### config.mk
export PLATFORM = sky130hd
export DESIGN_NAME = ext_int_arb
export DESIGN_NICKNAME = d
export VERILOG_FILES = /design/src/rtl/ext_int_arb.sv
export SDC_FILE = /design/constraint.sdc
export NUM_CORES = 1
export LEC_CHECK = 0
export ABC_CLOCK_PERIOD_IN_PS = 16000
export CORE_MARGIN = 5
export CORE_UTILIZATION = 40
export CTS_BUF_LIST = sky130_fd_sc_hd__clkbuf_4
export CTS_CLUSTER_SIZE = 8
export DETAILED_ROUTE_END_ITERATION = 8
export PLACE_DENSITY = 0.62
export SYNTH_ARGS = -nofsm -noshare
export SYNTH_HDL_FRONTEND = slang
export SYNTH_SLANG_ARGS = --single-unit
### constraint.sdc
create_clock -name clk -period 16 [get_ports clk]
set_input_delay 1.6 -clock clk [delete_from_list [all_inputs] [get_ports clk]]
set_output_delay 1.6 -clock clk [all_outputs]
set_load 0.02 [all_outputs]
### src/rtl/ext_int_arb.sv
// ext_int_arb: external interrupt arbiter (PLIC-style) for a single core.
//
// Purpose:
//   Synchronises up to 15 raw interrupt lines and tracks pending, deferred
//   and in-service state for each one. Each source is edge- or
//   level-triggered. A registered arbiter picks the highest-priority
//   eligible source, with ties going to the lowest ID. exti is raised when
//   that source's priority is above THRESHOLD. Software takes the interrupt
//   with a claim (read address 20) and retires it with a complete (write
//   address 20).
//
// Ports:
//   clk        rising-edge clock
//   rst_n      asynchronous active-low reset
//   src        raw asynchronous requests, bit i is ID i+1
//   cfg_addr   register word index
//   cfg_wdata  write data
//   cfg_we     write strobe
//   cfg_re     read strobe
//   cfg_rdata  read data, valid the cycle after cfg_re
//   exti       registered request to the core's external-interrupt input
//
// Register map (word index):
//   0..SOURCES-1 PRIO[ID-1]  RW
//   16 PENDING RO, 17 ENABLE RW, 18 EDGE RW, 19 THRESHOLD RW,
//   20 CLAIM (read) / COMPLETE (write)

module ext_int_arb #(
  parameter int SOURCES = 8,
  parameter int PRIO_W  = 3,
  parameter int XLEN    = 32
) (
  input  logic               clk,
  input  logic               rst_n,
  input  logic [SOURCES-1:0] src,
  input  logic [4:0]         cfg_addr,
  input  logic [XLEN-1:0]    cfg_wdata,
  input  logic               cfg_we,
  input  logic               cfg_re,
  output logic [XLEN-1:0]    cfg_rdata,
  output logic               exti
);

  localparam int ID_W = 4;

  localparam logic [4:0] ADDR_PENDING   = 5'd16;
  localparam logic [4:0] ADDR_ENABLE    = 5'd17;
  localparam logic [4:0] ADDR_EDGE      = 5'd18;
  localparam logic [4:0] ADDR_THRESHOLD = 5'd19;
  localparam logic [4:0] ADDR_CLAIM     = 5'd20;

  logic [SOURCES-1:0] src_meta;
  logic [SOURCES-1:0] srcs;
  logic [SOURCES-1:0] src_prev;
  logic [1:0]         sync_ok;
  logic [SOURCES-1:0] armed;

  logic [SOURCES-1:0] pending;
  logic [SOURCES-1:0] deferred;
  logic [SOURCES-1:0] in_service;

  logic [PRIO_W-1:0]  prio [SOURCES];
  logic [SOURCES-1:0] enable;
  logic [SOURCES-1:0] edge_en;
  logic [PRIO_W-1:0]  threshold;

  logic [ID_W-1:0]    best_id;
  logic [PRIO_W-1:0]  best_prio;

  logic [ID_W-1:0]    arb_id;
  logic [PRIO_W-1:0]  arb_prio;
  logic [XLEN-1:0]    rd_val;
  logic [SOURCES-1:0] edge_det;
  logic [SOURCES-1:0] claim_hit;
  logic [SOURCES-1:0] complete_hit;
  logic [SOURCES-1:0] pending_n;
  logic [SOURCES-1:0] deferred_n;
  logic [SOURCES-1:0] in_service_n;
  logic               claim_go;

  // Only the low bits of the write data are architecturally meaningful.
  logic unused_wdata;
  assign unused_wdata = ^cfg_wdata;

  // A source may only produce an edge after it has been seen low with a
  // fully settled synchroniser. A line that is still high when reset is
  // released therefore does not count as a fresh edge.
  assign edge_det = srcs & ~src_prev & armed & edge_en;

  // Priority scan. The strict '>' keeps the lowest ID on a tie. A zero
  // priority never beats the initial zero, so it can never win.
  always_comb begin
    arb_id   = '0;
    arb_prio = '0;
    for (int i = 0; i < SOURCES; i++) begin
      if (pending[i] && enable[i] && (prio[i] != '0) && (prio[i] > arb_prio)) begin
        arb_prio = prio[i];
        arb_id   = ID_W'(i + 1);
      end
    end
  end

  // Read mux. It always sees the pre-write register values, so a read and
  // a write in the same cycle return the old contents.
  always_comb begin
    rd_val = '0;
    for (int i = 0; i < SOURCES; i++) begin
      if (cfg_addr == 5'(i)) rd_val[PRIO_W-1:0] = prio[i];
    end
    case (cfg_addr)
      ADDR_PENDING:   rd_val[SOURCES-1:0] = pending;
      ADDR_ENABLE:    rd_val[SOURCES-1:0] = enable;
      ADDR_EDGE:      rd_val[SOURCES-1:0] = edge_en;
      ADDR_THRESHOLD: rd_val[PRIO_W-1:0]  = threshold;
      ADDR_CLAIM:     rd_val[ID_W-1:0]    = best_id;
      default:        ;
    endcase
  end

  // Claim and complete decode, followed by the per-source gateway.
  // In edge mode, an edge that arrives while the source is in service, or
  // in the same cycle as its claim, is parked in the one-deep deferred bit.
  // A complete releases that bit into pending. In level mode, pending
  // follows the synchronised line, masked while the source is in service.
  always_comb begin
    claim_go = cfg_re && (cfg_addr == ADDR_CLAIM) && (best_id != '0);
    claim_hit    = '0;
    complete_hit = '0;
    for (int i = 0; i < SOURCES; i++) begin
      claim_hit[i]    = claim_go && (best_id == ID_W'(i + 1));
      complete_hit[i] = cfg_we && (cfg_addr == ADDR_CLAIM) &&
                        (cfg_wdata[ID_W-1:0] == ID_W'(i + 1)) && in_service[i];
    end
    in_service_n = (in_service | claim_hit) & ~complete_hit;

    pending_n  = pending;
    deferred_n = deferred;
    for (int i = 0; i < SOURCES; i++) begin
      if (edge_en[i]) begin
        if (claim_hit[i]) pending_n[i] = 1'b0;
        if (edge_det[i]) begin
          if (in_service[i] || claim_hit[i]) deferred_n[i] = 1'b1;
          else                               pending_n[i]  = 1'b1;
        end
        if (complete_hit[i] && deferred_n[i]) begin
          pending_n[i]  = 1'b1;
          deferred_n[i] = 1'b0;
        end
      end else begin
        pending_n[i]  = srcs[i] & ~in_service_n[i];
        deferred_n[i] = 1'b0;
      end
    end
  end

  // All state, including the configuration registers. exti is computed
  // only from registered state, so there is no combinational path from
  // src or the config port to it.
  always_ff @(posedge clk or negedge rst_n) begin
    if (!rst_n) begin
      src_meta   <= '0;
      srcs       <= '0;
      src_prev   <= '0;
      sync_ok    <= '0;
      armed      <= '0;
      pending    <= '0;
      deferred   <= '0;
      in_service <= '0;
      for (int i = 0; i < SOURCES; i++) prio[i] <= '0;
      enable     <= '0;
      edge_en    <= '0;
      threshold  <= '0;
      best_id    <= '0;
      best_prio  <= '0;
      cfg_rdata  <= '0;
      exti       <= 1'b0;
    end else begin
      src_meta   <= src;
      srcs       <= src_meta;
      src_prev   <= srcs;
      sync_ok    <= {sync_ok[0], 1'b1};
      armed      <= armed | ({SOURCES{sync_ok[1]}} & ~srcs);

      pending    <= pending_n;
      deferred   <= deferred_n;
      in_service <= in_service_n;

      best_id    <= arb_id;
      best_prio  <= arb_prio;
      exti       <= (best_id != '0) && (best_prio > threshold);

      if (cfg_re) cfg_rdata <= rd_val;

      if (cfg_we) begin
        for (int i = 0; i < SOURCES; i++) begin
          if (cfg_addr == 5'(i)) prio[i] <= cfg_wdata[PRIO_W-1:0];
        end
        case (cfg_addr)
          ADDR_ENABLE:    enable    <= cfg_wdata[SOURCES-1:0];
          ADDR_EDGE:      edge_en   <= cfg_wdata[SOURCES-1:0];
          ADDR_THRESHOLD: threshold <= cfg_wdata[PRIO_W-1:0];
          default:        ;
        endcase
      end
    end
  end

endmodule

After elaboration in Yosys (flattened, before gate mapping)
Cells that the tools add are included.
- magnitude comparators: 9
- equality and inequality tests: 28
- multiplexer cells: 107
- bitwise gates (word level): 26
- reduce and logical (&&, ||, !) cells: 89
- operators with widths (operator ; count):
    1-bit two-way mux ; 81
    1-bit logical AND ; 60
    3-bit two-way mux ; 16
    8-bit bitwise AND ; 5
    4-bit by 3-bit equality test with 1-bit output, second input constant ; 8
    5-bit equality test, second input constant ; 5
    3-bit greater-than comparator ; 8
    4-bit two-way mux ; 6
    8-bit NOT ; 3
    3-bit nonzero test ; 8
    2-bit AND reduction ; 11
    5-bit by 3-bit equality test with 1-bit output, second input constant ; 4
    4-bit by 2-bit equality test with 1-bit output, second input constant ; 4
    8-bit OR ; 2
    3-bit one-hot mux with 5 select lines ; 1
    4-bit one-hot mux with 3 select lines ; 1
    5-bit by 2-bit equality test with 1-bit output, second input constant ; 2
    1-bit bitwise AND ; 8
    4-bit by 1-bit equality test with 1-bit output, second input constant ; 2
    4-bit equality test, second input constant ; 2
    1-bit logical OR ; 8
    1-bit NOT ; 8
    5-bit by 1-bit equality test with 1-bit output, second input constant ; 1
    5-bit zero test ; 1
    other kinds (4) ; 4
- bits in registers: 117
- input port bits: 49
- output and inout bits: 33
- word-level logic and storage cells: 282

Logic depth before layout (Yosys ltp)
Gate-level depths: netlist of run 1.
- depth in word-level cells: 25
- mapped depth: 46
- depth with buffers taken out: 46

Worst setup path after synthesis of run 1
Ideal clock, no wire load.
- path kind: reg-to-reg
- start: reg enable[0]
- end: reg best_prio[0]
- setup time: 124 ps
- arrival time: 9030 ps
- data required time: 15876 ps
- slack: 6846 ps
- cell stages (with the launch flop): 43
- path buffers: 1
- clock period less this slack: 9154 ps
- cells stage by stage: dfrtp_1 > and3_1 > inv_1 > ha_1 > and3_1 > a211oi_4 > and2_1 > mux2_2 > ha_1 > nor2_1 > and2_1 > o41a_1 > mux2_4 > ha_1 > or2_2 > o21bai_1 > nand4b_1 > o221a_2 > (+7 left out) > nor2_1 > a32o_1 > nand2_1 > o21ai_0 > a21oi_1 > mux2_4 > ha_1 > a31oi_1 > o21ai_1 > mux2_2 > ha_1 > inv_1 > a21o_1 > a21oi_1 > a311oi_1 > clkbuf_1 > a21oi_1 > o31a_1
- longest elaborated chain between the ends: 25
- RTL lines (what ; RTL line ; RTL):
    start: declaration ; 63 ; logic [SOURCES-1:0] enable;
    start signal: assignment ; 199 ; ADDR_ENABLE: enable <= cfg_wdata[SOURCES-1:0];
    1-bit logical AND (*) (3 in series) ; 96 ; if (pending[i] && enable[i] && (prio[i] != '0) && (prio[i] > arb_prio)) begin
    3-bit two-way mux (*) ; 96 ;
    3-bit greater-than comparator ; 96 ;
    1-bit logical AND ; 96 ;
    3-bit two-way mux (*) ; 96 ;
    3-bit greater-than comparator ; 96 ;
    1-bit logical AND ; 96 ;
    3-bit two-way mux (*) ; 96 ;
    (+8 left out) ; n/a ;
    3-bit two-way mux (*) ; 96 ;
    3-bit greater-than comparator ; 96 ;
    1-bit logical AND ; 96 ;
    3-bit two-way mux (*) ; 96 ;
    3-bit greater-than comparator ; 96 ;
    1-bit logical AND ; 96 ;
    3-bit two-way mux (*) ; 96 ;
    via arb_prio[0] ; 71 ; logic [PRIO_W-1:0] arb_prio;
    end signal: assignment ; 189 ; best_prio <= arb_prio;
    end: declaration ; 68 ; logic [PRIO_W-1:0] best_prio;
Mark *: on every way through the listed nets, which the timed path passes. The rest lies on a longest branch.
A chain may end at the register's enable or synchronous reset.

Worst setup path in the final report of run 1
- start: reg pending[0]
- end: reg best_prio[1]
- longest elaborated chain between the ends: 25
- RTL lines (what ; RTL line ; RTL):
    start: declaration ; 58 ; logic [SOURCES-1:0] pending;
    start signal: assignment ; 184 ; pending <= pending_n;
    1-bit logical AND (*) (3 in series) ; 96 ;
    3-bit two-way mux (*) ; 96 ;
    3-bit greater-than comparator ; 96 ;
    1-bit logical AND ; 96 ;
    3-bit two-way mux (*) ; 96 ;
    3-bit greater-than comparator ; 96 ;
    1-bit logical AND ; 96 ;
    3-bit two-way mux (*) ; 96 ;
    (+8 left out) ; n/a ;
    3-bit two-way mux (*) ; 96 ;
    3-bit greater-than comparator ; 96 ;
    1-bit logical AND ; 96 ;
    3-bit two-way mux (*) ; 96 ;
    3-bit greater-than comparator ; 96 ;
    1-bit logical AND ; 96 ;
    3-bit two-way mux (*) ; 96 ;
    via arb_prio[1] ; 71 ;
Marks and branches as above.

==> out/results.md, run 1 <==
| Metric | This run |
|:---|:---|
| Status | completed |
| Path depth of the worst reg2reg path | 44 |
| Stages on worst setup path | 44 |
| Vias in the first global route | 4650 |
| Number of max-slew violations in the final report | 0 |
| Die boundary height | 133 microns |
| Largest stage delay on the critical path | 0.51 ns |
| Synth-to-layout area growth | 11.2% |
| Register area | 0.00293 sq mm |
| Crit Reg-Reg Endpoint | best_prio[1] |
| DR pass1 iterations | 5 |
| Area after DPL | 0.00642 sq mm |
| Crit path buf inv count | 4 |
| Initial core utilization | 0.410 |
| Die area | 0.0176 sq mm |
| Number of standard-cell rows in the floorplan | 44 |
| CP max FO | 8 |
| Nets | 677 |
| Post-detailed-route wirelength per cell | 18.2 microns |
| Worst clock skew | 0.0189 ns |
| Max IR drop VDD | 0.0584 mV |
| Detailed Route WL | 14.7 mm |
| Share of flip-flops with an asynchronous set or reset after synthesis | 1.00 |
| Area of the mapped netlist | 0.00601 sq mm |
| Half-perimeter wire length after placement | 10.8 mm |
| Worst-Skew Late Latency | 0.52 ns |
| Total leakage power | 2.92 nW |
| Fraction of final layout cells sized beyond drive strength 1 | 0.146 |
| Depth of the CTS H-tree | 4 |
| Net Sw Frac | 0.347 |
| Crit share post-route | 0.654 |
| Post-CTS Resized | 0 |
| Total power divided by cell area | 116 mW/mm^2 |
| Max-capacitance violation count | 0 |
| Largest reg by FF count | prio |
| Arrival time reported for the critical path endpoint | 10.89 ns |
| Startpoint kind of the worst setup timing path | register |
| Unrepaired setup endpoints after global routing | no |
| Relative slew slack | 0.349 |
| Final min period | 10.46 ns |
| Area of the multi-input gates | 0.00276 sq mm |
| Synth cell count leaders | dfrtp_1 (117), nor2_1 (46), inv_1 (43) |
| Setup violators final | 0 |
| Register-to-register path setup slack | 5.54 ns |
| Switching power | 0.268 mW |
| Residual antenna-violating net count after detailed routing | 0 |
| Required @ worst endpoint | 16.43 ns |
| Number of distinct library cells after synthesis | 62 |
| Area inside the core boundary | 0.0146 sq mm |
| GPL Wtd Cong | 0.921 |
| Number of vias per cell | 5.61 |
| Count of clock tree sinks | 117 |
| Setup fix buffers added after clock tree synthesis | 0 |
| Most Frequent Cell on Critical Path | ha_1 |
| Number of antenna violations at the first check in global routing | 0 |
| DR DRC count | 0 |
| Clock tree from TritonCTS | done |
| Width of the die | 133 microns |
| Vias | 4537 |
| Worst flop-to-flop path startpoint | pending[0] |
| Flop and latch count out of synthesis | 117 |
| Actual transition at the worst max-transition pin | 0.974 ns |
| Area share of the largest cell type after synthesis | 0.487 |
| Clk pin slew, worst setup/hold paths | 0.11 ns |
| Post-route cell area | 0.00668 sq mm |
| Filler cell count | 1362 |
| Largest delay share family, worst path | compound AO/OA/AOI/OAI gates |
| Final Hold Fails | 0 |
| Number of antenna diodes | 0 |
| Clk Tree Root Cell | clkbuf_4 |
| Worst min-delay path category | reg2reg |
| Biggest area consumer among synthesized cells | dfrtp_1 |
| Sequential area share after synthesis | 0.487 |
| CTS Buffer Depth | 2 |
| Max FFs per register | 24 |
| IO Count | 82 |
| TritonCTS buffer count | 17 |
| Power share of the combinational group | 0.247 |
| Drt first-iter violations | 484 |
| Post-Route Setup TNS | 0 ns |
| Share of power burned in the clock network | 0.250 |
| Count of yosys warnings during synthesis | 0 |
| Slowest cell on the critical path | a311oi_1 |
| Number of input and output port buffers inserted | 33 |
| Number of standard cells after synthesis | 575 |
| Endpoint type of the worst setup path | register |
| All-Layer GR Usage | 0.172 |
| Commonest register cell after synthesis | dfrtp_1 |
| Setup Crit Path Kind | reg2reg |
| Ranking of synthesized cells by area | dfrtp_1 (49%), mux2_2 (7.9%), ha_1 (3.3%) |
| Wire length of the first global-routing pass | 24.1 mm |
| Maximum number of pins on one net before global-route repair | 77 |
| Number of enable-type register cells in the synthesized netlist | 0 |
| Cts-stage hold buffer count | 0 |
| P_int | 0.504 mW |
| Sequential group share of total power | 0.503 |
| Post-route total power | 0.771 mW |
| Highest clock rate | 0.0956 GHz |
| Launching element of the worst setup path | pending[0] |
| Gr ovfl total | 0 |
| Synthesized area divided by synthesized cell count | 10.4 sq um |
| Termination of the worst setup path | best_prio[1] |
| Most numerous cell in the Yosys netlist | dfrtp_1 |
-- through the flow --
stage	utilization	std cells	setup WS (ns)	hold slack, ns
floorplan	-	598	6.85	0.331
global placement	0.439	776	5.51	0.334
detailed placement	0.439	776	5.15	0.336
CTS	0.456	808	5.08	0.361
global route	0.456	809	4.90	0.370
finish	0.456	809	5.54	0.358
-- cell usage in the layout, fill, tap and decap left out, types with 5 or more instances in the layout --
| master | instances |
|---|---|
| dfrtp_1 | 117 |
| nand4_1 | 5 |
| mux2_2 | 42 |
| a21oi_1 | 36 |
| nand2_1 | 40 |
| nor3_1 | 5 |
| clkbuf_4 | 19 |
| o21ai_0 | 22 |
| o21a_1 | 7 |
| nand3_1 | 15 |
| mux4_2 | 6 |
| mux2i_1 | 6 |
| inv_1 | 43 |
| nor2_1 | 46 |
| conb_1 | 25 |
| and3_1 | 9 |
| nor2b_1 | 9 |
| o31ai_1 | 8 |
| ha_1 | 16 |
| a21o_1 | 12 |
| a31oi_1 | 7 |
| and4b_1 | 8 |
| o22ai_1 | 10 |
| clkdlybuf4s50_1 | 32 |
-- area by class of cell --
| type | count | share of cell area |
|---|---|---|
| clock buffer | 19 | 0.0214 |
| clock inverter | 13 | 0.0163 |
| inverter | 43 | 0.0242 |
| multi-input combinational | 397 | 0.413 |
| sequential | 117 | 0.438 |
| tap | 184 | 0.0345 |
| timing repair buffer | 36 | 0.0521 |
-- worst min path at each step --
| stage | startpoint | end | slack, ns | depth (start not counted) |
|---|---|---|---|---|
| 3_3_place_gp | src_meta[2] | srcs[2] | 0.33 | 0 |
| 4_1_cts | src_meta[2] | srcs[2] | 0.36 | 0 |
| 2_1_floorplan | src_meta[0] | srcs[0] | 0.33 | 0 |
| 3_5_place_dp | src_meta[5] | srcs[5] | 0.34 | 0 |
| 6_report | src_meta[2] | srcs[2] | 0.36 | 0 |
| 5_1_grt | src_meta[5] | srcs[5] | 0.37 | 0 |
-- cells by family after synthesis --
logic type      synth area share
simple gates               0.136
buf+inv                   0.0675
compound gates             0.152
mux                        0.121
flops                      0.487
fa+ha+maj                 0.0350
other cells              0.00125
-- layer usage --
layer	track usage	part of all wire
met5	0	0
met4	0.0548	0.012
met3	0.0429	0.065
met2	0.277	0.47
met1	0.231	0.46
-- worst reg2reg max path, delay by kind of cell, from the launching register on --
| kind | cells | cell delay [ns] |
|---|---|---|
| adders and majority gates | 8 | 2.11 |
| DFF | 1 | 0.48 |
| AOI/OAI and AO/OA | 14 | 3.71 |
| buffers and inverters | 4 | 0.51 |
| and+or+nand+nor | 12 | 1.51 |
| muxes | 6 | 2.03 |
-- power by group through the flow --
stage	Clock [mW]	Combinational, mW	Sequential [mW]
6_report	0.193	0.191	0.388
4_1_cts	0.201	0.189	0.386
3_5_place_dp	0	0.188	0.391
5_1_grt	0.215	0.212	0.394
2_1_floorplan	0	0.143	0.372
3_3_place_gp	0	0.179	0.389
Note: power is estimated with default switching activity, not from simulation.
==> run 2: changes to the inputs <==
--- a/config.mk
+++ b/config.mk
@@ -5,7 +5,7 @@
 export SDC_FILE = /design/constraint.sdc
 export NUM_CORES = 1
 export LEC_CHECK = 0
-export ABC_CLOCK_PERIOD_IN_PS = 16000
+export ABC_CLOCK_PERIOD_IN_PS = 10200
 export CORE_MARGIN = 5
 export CORE_UTILIZATION = 40
 export CTS_BUF_LIST = sky130_fd_sc_hd__clkbuf_4
==> constraint.sdc (replaced) <==
create_clock -name clk -period 10.2 [get_ports clk]
set_input_delay 1.02 -clock clk [delete_from_list [all_inputs] [get_ports clk]]
set_output_delay 1.02 -clock clk [all_outputs]
set_load 0.02 [all_outputs]
==> out/results.md, run 2 (same netlist as run 1, synthesis figures left out) <==
| Metric | This run |
|:---|:---|
| Area after DPL | 0.00643 sq mm |
| Startpoint kind of the worst setup timing path | register |
| CTS Buffer Depth | 2 |
| Crit share post-route | 0.959 |
| Width of the die | 133 microns |
| Register area | 0.00293 sq mm |
| Max IR drop VDD | 0.109 mV |
| Final min period | 9.79 ns |
| Maximum number of pins on one net before global-route repair | 73 |
| DR pass1 iterations | 5 |
| Worst min-delay path category | reg2reg |
| Drt first-iter violations | 478 |
| Vias | 4581 |
| GPL Wtd Cong | 0.937 |
| Half-perimeter wire length after placement | 10.7 mm |
| Number of antenna violations at the first check in global routing | 0 |
| Share of power burned in the clock network | 0.234 |
| Fraction of final layout cells sized beyond drive strength 1 | 0.166 |
| Arrival time reported for the critical path endpoint | 10.26 ns |
| Largest delay share family, worst path | compound AO/OA/AOI/OAI gates |
| Nets | 683 |
| Power share of the combinational group | 0.260 |
| Total leakage power | 2.95 nW |
| Highest clock rate | 0.102 GHz |
| Required @ worst endpoint | 10.67 ns |
| Die area | 0.0176 sq mm |
| IO Count | 82 |
| Die boundary height | 133 microns |
| Number of vias per cell | 5.62 |
| Most Frequent Cell on Critical Path | ha_1 |
| Largest stage delay on the critical path | 0.47 ns |
| Clock tree from TritonCTS | done |
| Relative slew slack | 0.376 |
| P_int | 0.776 mW |
| CP max FO | 11 |
| Total power divided by cell area | 178 mW/mm^2 |
| Gr ovfl total | 0 |
| Setup Crit Path Kind | reg2reg |
| Number of placed instances with taps included | 777 |
| Status | completed |
| Sequential group share of total power | 0.506 |
| Clk Tree Root Cell | clkbuf_4 |
| Most common cell after layout, fill and taps aside | dfrtp_1 |
| Worst clock skew | 0.0224 ns |
| Wire length of the first global-routing pass | 24.2 mm |
| Post-detailed-route wirelength per cell | 18.0 microns |
| Number of standard-cell rows in the floorplan | 44 |
| Synth-to-layout area growth | 12.2% |
| Final Hold Fails | 0 |
| Largest reg by FF count | prio |
| Post-route setup slack | 0.414 ns |
| Detailed Route WL | 14.7 mm |
| Number of max-slew violations in the final report | 0 |
| Worst-Skew Late Latency | 0.53 ns |
| Clk pin slew, worst setup/hold paths | 0.11 ns |
| Residual antenna-violating net count after detailed routing | 0 |
| Vias in the first global route | 4696 |
| Actual transition at the worst max-transition pin | 0.933 ns |
| Initial core utilization | 0.410 |
| DR DRC count | 0 |
| TritonCTS buffer count | 17 |
| All-Layer GR Usage | 0.173 |
| Setup violators final | 0 |
| Number of antenna diodes | 0 |
| Count of clock tree sinks | 117 |
| Depth of the CTS H-tree | 4 |
| Commonest non-fill, non-tap cells in the layout | dfrtp_1 (115), nor2_1 (46), inv_1 (43) |
| Net Sw Frac | 0.354 |
| Endpoint type of the worst setup path | register |
| Layout Cells excl Fill | 815 |
| Area inside the core boundary | 0.0146 sq mm |
| Slowest cell on the critical path | dfrtp_2 |
| Number of input and output port buffers inserted | 33 |
| Area of the multi-input gates | 0.00279 sq mm |
| Final-layout worst hold slack | 0.358 ns |
| Worst setup timing slack at the placement stage | -0.0223 ns |
| Switching power | 0.425 mW |
| Filler cell count | 1387 |
| Crit path buf inv count | 4 |
| Max FFs per register | 24 |
| Post-route cell area | 0.00674 sq mm |
| Max-capacitance violation count | 0 |
## run 2: worst register-to-register path, delay by kind of cell (launching register included)
family | cells | cell delay (ns)
simple gates | 12 | 1.74
mux | 5 | 1.72
buf+inv | 4 | 0.51
compound gates | 14 | 3.05
flops | 1 | 0.47
fa+ha+maj | 8 | 2.22
## run 2: worst paths after layout
check | depth (start not counted) | start | slack (ns) | to
max | 43 | pending[0] | 0.41 | best_prio[0]
min | 0 | src_meta[6] | 0.36 | srcs[6]
max reg2reg | 43 | pending[0] | 0.41 | best_prio[0]
min reg2reg | 0 | src_meta[6] | 0.36 | srcs[6]
max in group asynchronous | 2 | rst_n | 8.38 | pending[3]
min in group asynchronous | 1 | rst_n | 0.48 | prio[14]
## run 2: timing repair
action / CTS / global route
resized for setup: 1 / 7
pin swaps: 0 / 2
endpoints found under the setup margin: 1 / 7
buffers inserted: 0 / 6
hold buffers: 0 / 0
## run 2: per-stage QoR
step,setup TNS [ns],total power [mW],utilization
after CTS,0,1.20,0.455
after global routing,-0.0166,1.28,0.460
final,0,1.20,0.460
after global placement,0,0.892,0.439
after detailed placement,-0.0223,0.909,0.439
after floorplan,0,0.809,-
## run 2: power by group through the flow
stage	Sequential, mW	Clock (mW)	Combinational, mW
floorplan	0.584	0	0.225
global placement	0.611	0	0.281
detailed placement	0.613	0	0.296
CTS	0.605	0.292	0.299
global route	0.619	0.317	0.346
finish	0.609	0.281	0.312
## run 2: area by class of cell
| class | instances | share of cell area |
|---|---|---|
| Clock inverter | 12 | 0.0121 |
| Clock buffer | 20 | 0.0223 |
| Multi-Input combinational cell | 397 | 0.414 |
| Inverter | 43 | 0.0239 |
| Tap cell | 184 | 0.0342 |
| Sequential cell | 117 | 0.435 |
| Timing Repair Buffer | 42 | 0.0587 |
## run 2: layer usage
metal | up-vias | routed length [microns] | GRT usage
li1 | 2130 | - | -
met1 | 2247 | 6770 | 0.228
met2 | 170 | 6740 | 0.273
met3 | 34 | 852 | 0.0490
met4 | 0 | 324 | 0.0618
met5 | - | 0 | 0
==> run 3: changes to the inputs <==
--- a/config.mk
+++ b/config.mk
@@ -11,6 +11,7 @@
 export CTS_BUF_LIST = sky130_fd_sc_hd__clkbuf_4
 export CTS_CLUSTER_SIZE = 8
 export DETAILED_ROUTE_END_ITERATION = 8
+export GPL_ROUTABILITY_DRIVEN = 0
 export PLACE_DENSITY = 0.62
 export SYNTH_ARGS = -nofsm -noshare
 export SYNTH_HDL_FRONTEND = slang
==> out/results.md, run 3 (same netlist as run 1, synthesis figures left out) <==
| Metric | This run |
|:---|:---|
| Post-detailed-route wirelength per cell | 17.9 microns |
| Largest stage delay on the critical path | 0.47 ns |
| Crit path buf inv count | 3 |
| Width of the die | 133 microns |
| Die boundary height | 133 microns |
| Number of placed instances with taps included | 778 |
| Slowest cell on the critical path | dfrtp_1 |
| Synth-to-layout area growth | 12.2% |
| IO Count | 82 |
| Status | completed |
| Number of antenna violations at the first check in global routing | 0 |
| Number of antenna diodes | 0 |
| Max FFs per register | 24 |
| Largest reg by FF count | prio |
| TritonCTS buffer count | 17 |
| Count of clock tree sinks | 117 |
| Crit share post-route | 0.954 |
| Actual transition at the worst max-transition pin | 0.899 ns |
| Worst-Skew Late Latency | 0.53 ns |
| Commonest non-fill, non-tap cells in the layout | dfrtp_1 (117), nor2_1 (46), inv_1 (43) |
| Number of vias per cell | 5.53 |
| Final Hold Fails | 0 |
| Max IR drop VDD | 0.134 mV |
| Drt first-iter violations | 542 |
| Endpoint type of the worst setup path | register |
| Finished Core Util | 0.460 |
| CTS Buffer Depth | 2 |
| CP max FO | 11 |
| Wire length of the first global-routing pass | 23.7 mm |
| Area inside the core boundary | 0.0146 sq mm |
| Setup violators final | 0 |
| Area after DPL | 0.00644 sq mm |
| All-Layer GR Usage | 0.170 |
| Fraction of final layout cells sized beyond drive strength 1 | 0.156 |
| Most common cell after layout, fill and taps aside | dfrtp_1 |
| Startpoint kind of the worst setup timing path | register |
| Vias | 4488 |
| Post-route total power | 1.24 mW |
| Vias in the first global route | 4509 |
| Number of max-slew violations in the final report | 0 |
| Worst min-delay path category | reg2reg |
| Residual antenna-violating net count after detailed routing | 0 |
| DR DRC count | 0 |
| Max-capacitance violation count | 0 |
| Half-perimeter wire length after placement | 10.5 mm |
| Largest delay share family, worst path | compound AO/OA/AOI/OAI gates |
| Total leakage power | 2.96 nW |
| Maximum number of pins on one net before global-route repair | 76 |
| Most Frequent Cell on Critical Path | ha_1 |
| Post-Route Setup TNS | 0 ns |
| Required @ worst endpoint | 10.67 ns |
| Unrepaired setup endpoints after global routing | no |
| Final min period | 9.73 ns |
| Depth of the CTS H-tree | 4 |
| Clock tree from TritonCTS | done |
| Number of standard-cell rows in the floorplan | 44 |
| Clk Tree Root Cell | clkbuf_4 |
| Arrival time reported for the critical path endpoint | 10.19 ns |
| DR pass1 iterations | 5 |
| Post-route cell area | 0.00674 sq mm |
| Worst clock skew | 0.0146 ns |
| Highest clock rate | 0.103 GHz |
| Layout Cells excl Fill | 811 |
| Detailed Route WL | 14.5 mm |
| Initial core utilization | 0.410 |
| Number of input and output port buffers inserted | 33 |
| Die area | 0.0176 sq mm |
| Relative slew slack | 0.401 |
| Clk pin slew, worst setup/hold paths | 0.12 ns |
| Gr ovfl total | 0 |
| Nets | 679 |
| Total power divided by cell area | 184 mW/mm^2 |
| Setup Crit Path Kind | reg2reg |
[run 3: cell count changes in the layout (fill, tap and decap cells not counted), sizes merged]
cell,before,now
clkbuf,20,18
bufinv,0,1
buf,10,6
inv,45,49
clkinvlp,3,0
[run 3: worst paths after layout]
kind                       slack, ns   startpoint  cells past startpoint            to
max                             0.47   pending[0]                     43  best_prio[0]
min                             0.36  src_meta[0]                      0       srcs[0]
max reg2reg                     0.47   pending[0]                     43  best_prio[0]
min reg2reg                     0.36  src_meta[0]                      0       srcs[0]
max in group asynchronous       8.41        rst_n                      2   src_meta[5]
min in group asynchronous       0.47        rst_n                      1      prio[20]
[run 3: area by class of cell]
type	count	area [sq um]
clock buffer	18	135
tap	184	230
clock inverter	14	145
fill	1383	7900
multi-input combinational	397	2780
sequential	117	2930
inverter	43	161
timing repair buffer	38	365
[run 3: worst register-to-register path, delay by kind of cell, from the launching register on]
kind	cells	cell delay [ns]
AOI/OAI and AO/OA	15	3.18
adders and majority gates	8	2.22
buffers and inverters	3	0.35
DFF	1	0.47
muxes	6	2.03
and+or+nand+nor	11	1.43
[run 3: metal layers]
layer  share of wire  global-route usage  up-vias
met4           0.018              0.0520        0
met2            0.47               0.273      168
met5               0                   0        -
met3           0.070              0.0437       29
met1            0.44               0.228     2181
li1                -                   -     2110
[run 3: where the power goes]
| part | switching [mW] | leakage, nW | internal (mW) |
|---|---|---|---|
| combinational | 0.158 | 1.35 | 0.142 |
| sequential | 0.0822 | 1.45 | 0.525 |
| clock | 0.200 | 0.156 | 0.131 |
[run 3: stage by stage]
| stage | hold slack (ns) | worst slack (ns) |
|---|---|---|
| 2_1_floorplan | 0.331 | 1.05 |
| 3_3_place_gp | 0.334 | 0.379 |
| 3_5_place_dp | 0.336 | 0.220 |
| 4_1_cts | 0.367 | 0.157 |
| 5_1_grt | 0.380 | 0.0143 |
| 6_report | 0.362 | 0.474 |
[run 3: repair_timing]
action                                  CTS  global route
resized for setup                         0             3
endpoints found under the setup margin    0             7
hold buffers                              0             0
setup buffers                             0             1
